**src/rtl/sqrt_result_packer.sv**
```systemverilog
// Packs a square-root datapath result (root, exponent, sticky, class) into IEEE-754 single precision.
// Latency: (32-p)+1 cycles for a normal nonzero root with leading one at bit p, 1 cycle otherwise.
// Backpressure: one operation in flight; in_ready only in IDLE, result held in DONE until out_ready.
module sqrt_result_packer #(
    parameter int SIZE = 32
) (
    input  logic            clk,
    input  logic            rst,
    input  logic            in_valid,
    output logic            in_ready,
    input  logic [SIZE-1:0] in_root,
    input  logic [9:0]      in_exp,
    input  logic            in_sticky,
    input  logic [1:0]      in_special,
    input  logic            in_sign,
    output logic            out_valid,
    input  logic            out_ready,
    output logic [31:0]     out_data
);

    typedef enum logic [1:0] {
        IDLE  = 2'd0,
        NORM  = 2'd1,
        ROUND = 2'd2,
        DONE  = 2'd3
    } state_t;

    localparam logic [1:0] CLS_NORMAL = 2'b00;
    localparam logic [1:0] CLS_ZERO   = 2'b01;
    localparam logic [1:0] CLS_INF    = 2'b10;

    localparam logic [31:0] PINF_WORD = 32'h7F80_0000;
    localparam logic [31:0] QNAN_WORD = 32'h7FC0_0000;

    state_t            state;
    logic [SIZE-1:0]   root_reg;
    logic [4:0]        s;
    logic [9:0]        exp_reg;
    logic              sticky_reg;
    logic [1:0]        special_reg;
    logic              sign_reg;

    // Rounding datapath, evaluated from the normalised root while in ROUND
    logic [22:0]       mant;
    logic              guard;
    logic              sticky_all;
    logic              round_up;
    logic [23:0]       mant_inc;
    logic [22:0]       mant_final;
    logic [11:0]       e_raw;
    logic [11:0]       e_final;
    logic [31:0]       packed_word;

    // Round-to-nearest-even on the normalised root and select the final word by class and exponent range
    always_comb begin
        mant        = root_reg[30:8];
        guard       = root_reg[7];
        sticky_all  = (|root_reg[6:0]) | sticky_reg;
        round_up    = guard & (sticky_all | mant[0]);
        mant_inc    = {1'b0, mant} + {23'd0, round_up};
        // The implicit-one position is bit 31 of the root, so bias 127 plus 31 gives 158
        e_raw       = {{2{exp_reg[9]}}, exp_reg} + 12'd158 - {7'd0, s};
        if (mant_inc[23]) begin
            mant_final = 23'd0;
            e_final    = e_raw + 12'd1;
        end else begin
            mant_final = mant_inc[22:0];
            e_final    = e_raw;
        end

        packed_word = 32'd0;
        case (special_reg)
            CLS_NORMAL: begin
                if (root_reg == '0) begin
                    packed_word = 32'd0;
                end else if ($signed(e_final) >= 12'sd255) begin
                    packed_word = PINF_WORD;
                end else if ($signed(e_final) <= 12'sd0) begin
                    // Subnormal results are flushed to zero
                    packed_word = 32'd0;
                end else begin
                    packed_word = {1'b0, e_final[7:0], mant_final};
                end
            end
            CLS_ZERO: packed_word = {sign_reg, 31'd0};
            CLS_INF:  packed_word = PINF_WORD;
            default:  packed_word = QNAN_WORD;
        endcase
    end

    // Control FSM: capture, normalise one bit per cycle, round and register, then hold until consumed
    always_ff @(posedge clk) begin
        if (rst) begin
            state       <= IDLE;
            in_ready    <= 1'b1;
            out_valid   <= 1'b0;
            out_data    <= 32'd0;
            root_reg    <= '0;
            s           <= 5'd0;
            exp_reg     <= 10'd0;
            sticky_reg  <= 1'b0;
            special_reg <= 2'b00;
            sign_reg    <= 1'b0;
        end else begin
            case (state)
                IDLE: begin
                    if (in_valid) begin
                        root_reg    <= in_root;
                        exp_reg     <= in_exp;
                        sticky_reg  <= in_sticky;
                        special_reg <= in_special;
                        sign_reg    <= in_sign;
                        s           <= 5'd0;
                        in_ready    <= 1'b0;
                        if ((in_special == CLS_NORMAL) && (in_root != '0)) begin
                            state <= NORM;
                        end else begin
                            state <= ROUND;
                        end
                    end
                end
                NORM: begin
                    if (root_reg[31]) begin
                        state <= ROUND;
                    end else begin
                        root_reg <= {root_reg[SIZE-2:0], 1'b0};
                        s        <= s + 5'd1;
                    end
                end
                ROUND: begin
                    out_data  <= packed_word;
                    out_valid <= 1'b1;
                    state     <= DONE;
                end
                DONE: begin
                    // out_data deliberately retains the transferred word until the next ROUND
                    if (out_ready) begin
                        out_valid <= 1'b0;
                        in_ready  <= 1'b1;
                        state     <= IDLE;
                    end
                end
                default: begin
                    state     <= IDLE;
                    in_ready  <= 1'b1;
                    out_valid <= 1'b0;
                end
            endcase
        end
    end

endmodule

```
**config.mk**
```make
export PLATFORM = sky130hd
export DESIGN_NAME = sqrt_result_packer
export DESIGN_NICKNAME = d
export VERILOG_FILES = /design/src/rtl/sqrt_result_packer.sv
export SDC_FILE = /design/constraint.sdc
export NUM_CORES = 1
export LEC_CHECK = 0
export BUFFER_PORTS_ARGS = -buffer_cell sky130_fd_sc_hd__buf_2
export CORE_MARGIN = 5
export CORE_UTILIZATION = 50
export DETAILED_ROUTE_END_ITERATION = 6
export PLACE_DENSITY = 0.72
export SLEW_MARGIN = 5
export SYNTH_ARGS = -nofsm -noshare
export SYNTH_HDL_FRONTEND = slang
export SYNTH_SLANG_ARGS = --single-unit
```
**constraint.sdc**
```tcl
create_clock -name clk -period 4.9 [get_ports clk]
set_clock_uncertainty 0.15 [all_clocks]
set_input_delay 0.735 -clock clk [delete_from_list [all_inputs] [get_ports clk]]
set_output_delay 0.735 -clock clk [all_outputs]
set_load 0.01 [all_outputs]
```
==> flow_metrics.py <==
metrics = {
    "sta": {
        "finalCritPeriodShare": 0.884,
        "setup_viol": 0,
        "layout_min_cycle_time_ns": 4.33,
        "fmax_mhz": 231,
        "finalHoldViolations": 0,
        "rsz0062_at_grt": "false",
        "slew_violations": 0,
        "relSlewSlack": 0.247,
        "worst_pin_slew_ns": 1.13,
        "setup_tns_ns": 0,
    },
    "layout": {
        "nets": 752,
        "area_growth_pct": 13.2,
        "utilization": 0.584,
        "layout-drive-gt1-share": 0.184,
        "antenna_cells": 0,
    },
    "worst_setup_path": {
        "cpPeakStageDelay_ns": 0.56,
        "worstPathCellList": "ha_1 > inv_1 > ha_1 > fa_1 > a211o_1 > a2111oi_0 > nand4_1 > or4_1 > nand3_2 > nand4_2 > o31ai_1",
        "arrival_ns": 4.45,
        "crit_path_max_fanout": 23,
        "rrSetupSlack_ns": 0.57,
        "slowest_stage": "a2111oi_0",
        "cp_common_cell": "ha_1",
        "end_kind": "flip-flop",
        "crit_required_ns": 5.02,
        "startpoint_type": "flip-flop",
        "crit_type": "reg2reg",
    },
    "synthesis": {
        "synth_area_leaders": "dfxtp_1 (34%), ha_1 (6.1%), nand2_1 (5.7%), nor2_1 (5.0%), a222oi_1 (4.5%)",
        "netlist_area_um2": 5090,
        "yosysWarningCount": 0,
        "synthCells": 615,
        "synth_top_area_frac": 0.342,
        "yosys.area.top_type": "dfxtp_1",
        "avgSynthCellArea_um2": 8.28,
        "ys_ff_latch": 87,
        "synth_flop_cell": "dfxtp_1",
        "ys_types": 63,
        "syn_nets": 691,
        "synth_edf_count": 0,
        "synth-seq-area-share": 0.342,
        "ys_async_sr_fraction": 0,
    },
    "clock_network": {
        "numCtsBuffers": 9,
        "postCtsSetupBuffers": 0,
        "cts.htree.levels": 3,
        "ctsHoldBuffers": 0,
        "cts_resized": 0,
        "clock_path_buffers": 2,
        "cts-root-buf": "clkbuf_8",
        "clkSinkCount": 87,
        "clk_latency_ns": 0.36,
        "cts.reportedPaths.clkPinSlew_ns": 0.10,
        "cts_tree": "built",
    },
    "power": {
        "power.leakage_nw": 2.24,
        "p_per_area_nw_per_um2": 535,
        "peakVddDrop_v": 0.000386,
        "finalPower_w": 0.00308,
    },
    "outcome": {
        "status": "complete, no violations",
    },
    "run": {
        "drv_cap": 0,
    },
    "routing": {
        "via_per_inst": 6.01,
        "drt_pass1_iterations": 6,
        "wl_um": 13300,
        "vias": 4894,
        "drtIter0Drc": 522,
        "drc": 0,
        "wl_per_cell_um": 16.4,
        "ant_nets": 0,
    },
    "placement": {
        "gp_congestion": 0.914,
        "dp_hpwl_um": 9980,
        "io_buffers": 83,
    },
    "grt": {
        "grt_pass1_vias": 4520,
        "grt_first_pass_wirelength_um": 22400,
        "grt_max_degree": 61,
        "antenna_found_initial": 0,
        "track_usage": 0.215,
        "gr-total-overflow": 0,
    },
    "floorplanning": {
        "core_um2": 9860,
        "die_w_um": 111,
        "io_pins": 84,
        "fp.dieH_um": 111,
        "start_util": 0.516,
        "row_count": 36,
        "die_area_um2": 12300,
    },
    "hold_path": {
        "hp-class": "reg2reg",
    },
}
[synth_stat cells, types with 17 or more instances]
library cell / number
xnor2_1: 23
xor2_1: 17
nand2_1: 77
o31ai_1: 23
ha_1: 25
inv_1: 33
dfxtp_1: 87
nor4_1: 19
clkbuf_1: 24
nor2_1: 68
a222oi_1: 23
a21oi_1: 26
[area by class of cell]
type / instances / area [um^2]
flip-flops and latches: 87 / 1740
repair buffers: 87 / 445
inverters: 34 / 128
clock inverters: 6 / 73.8
fillers: 925 / 4100
clock buffers: 10 / 138
multi-input cells: 457 / 3070
well taps: 133 / 166
[report_power, final]
part	internal, W	switching, W	total (W)
Combinational	0.000562	0.000908	0.00147
Clock	0.000257	0.000285	0.000542
Sequential	0.000868	0.000204	0.00107
[path summary, 6_finish.rpt]
kind                start           end  cells after the start
min          out_data[18]  out_data[18]                      2
max reg2reg          s[1]   out_data[9]                     11
max                  s[1]   out_data[9]                     11
min reg2reg  out_data[18]  out_data[18]                      2
[metrics by stage]
stage | setup slack (ns) | hold WS, ns | area (um^2) | cells
after floorplan | 1.31 | 0.283 | 5090 | 615
after global placement | 0.772 | 0.282 | 5550 | 798
after detailed placement | 0.637 | 0.285 | 5550 | 798
after CTS | 0.609 | 0.307 | 5760 | 814
after global routing | 0.157 | 0.335 | 5760 | 814
final | 0.569 | 0.303 | 5760 | 814
[logic make-up after synthesis]
family,share of synthesized area
AO/OA/AOI/OAI,0.214
multiplexers,0.00197
XOR/XNOR,0.0688
adder cells (fa/ha/maj),0.0654
flip-flops,0.342
buffers and inverters,0.0560
AND/OR/NAND/NOR,0.252
[per-layer routing]
| metal | share of wire | up-vias | wire length [um] | global-route usage |
|---|---|---|---|---|
| li1 | - | 2392 | - | - |
| met1 | 0.47 | 2286 | 6230 | 0.303 |
| met2 | 0.45 | 194 | 5960 | 0.332 |
| met3 | 0.071 | 22 | 944 | 0.0464 |
| met4 | 0.015 | 0 | 194 | 0.0616 |
| met5 | 0 | - | 0 | 0 |
[layout by cell type, fill, tap and decap left out, drive strengths merged, types with 4 or more instances in the layout]
cell type / instances
inv: 36
nand2b: 4
nor4b: 4
o31ai: 23
buf: 87
nand4: 16
nand3b: 8
a211oi: 6
and4: 4
ha: 25
o21ai: 14
a311oi: 9
nand2: 77
a21oi: 26
a222oi: 23
dfxtp: 87
nor4: 21
nor3b: 6
clkbuf: 10
nor2b: 7
o211ai: 8
o221a: 8
xnor2: 23
xor2: 17
nor2: 68
nor3: 6
nand3: 10
[worst max-delay path, delay by kind of cell (launching register included)]
| family | cells | cell delay [ns] |
|---|---|---|
| simple gates | 4 | 1.35 |
| compound gates | 3 | 1.34 |
| fa+ha+maj | 3 | 1.00 |
| flops | 1 | 0.36 |
| buf+inv | 1 | 0.04 |
Note: power is estimated with default switching activity, not from simulation.
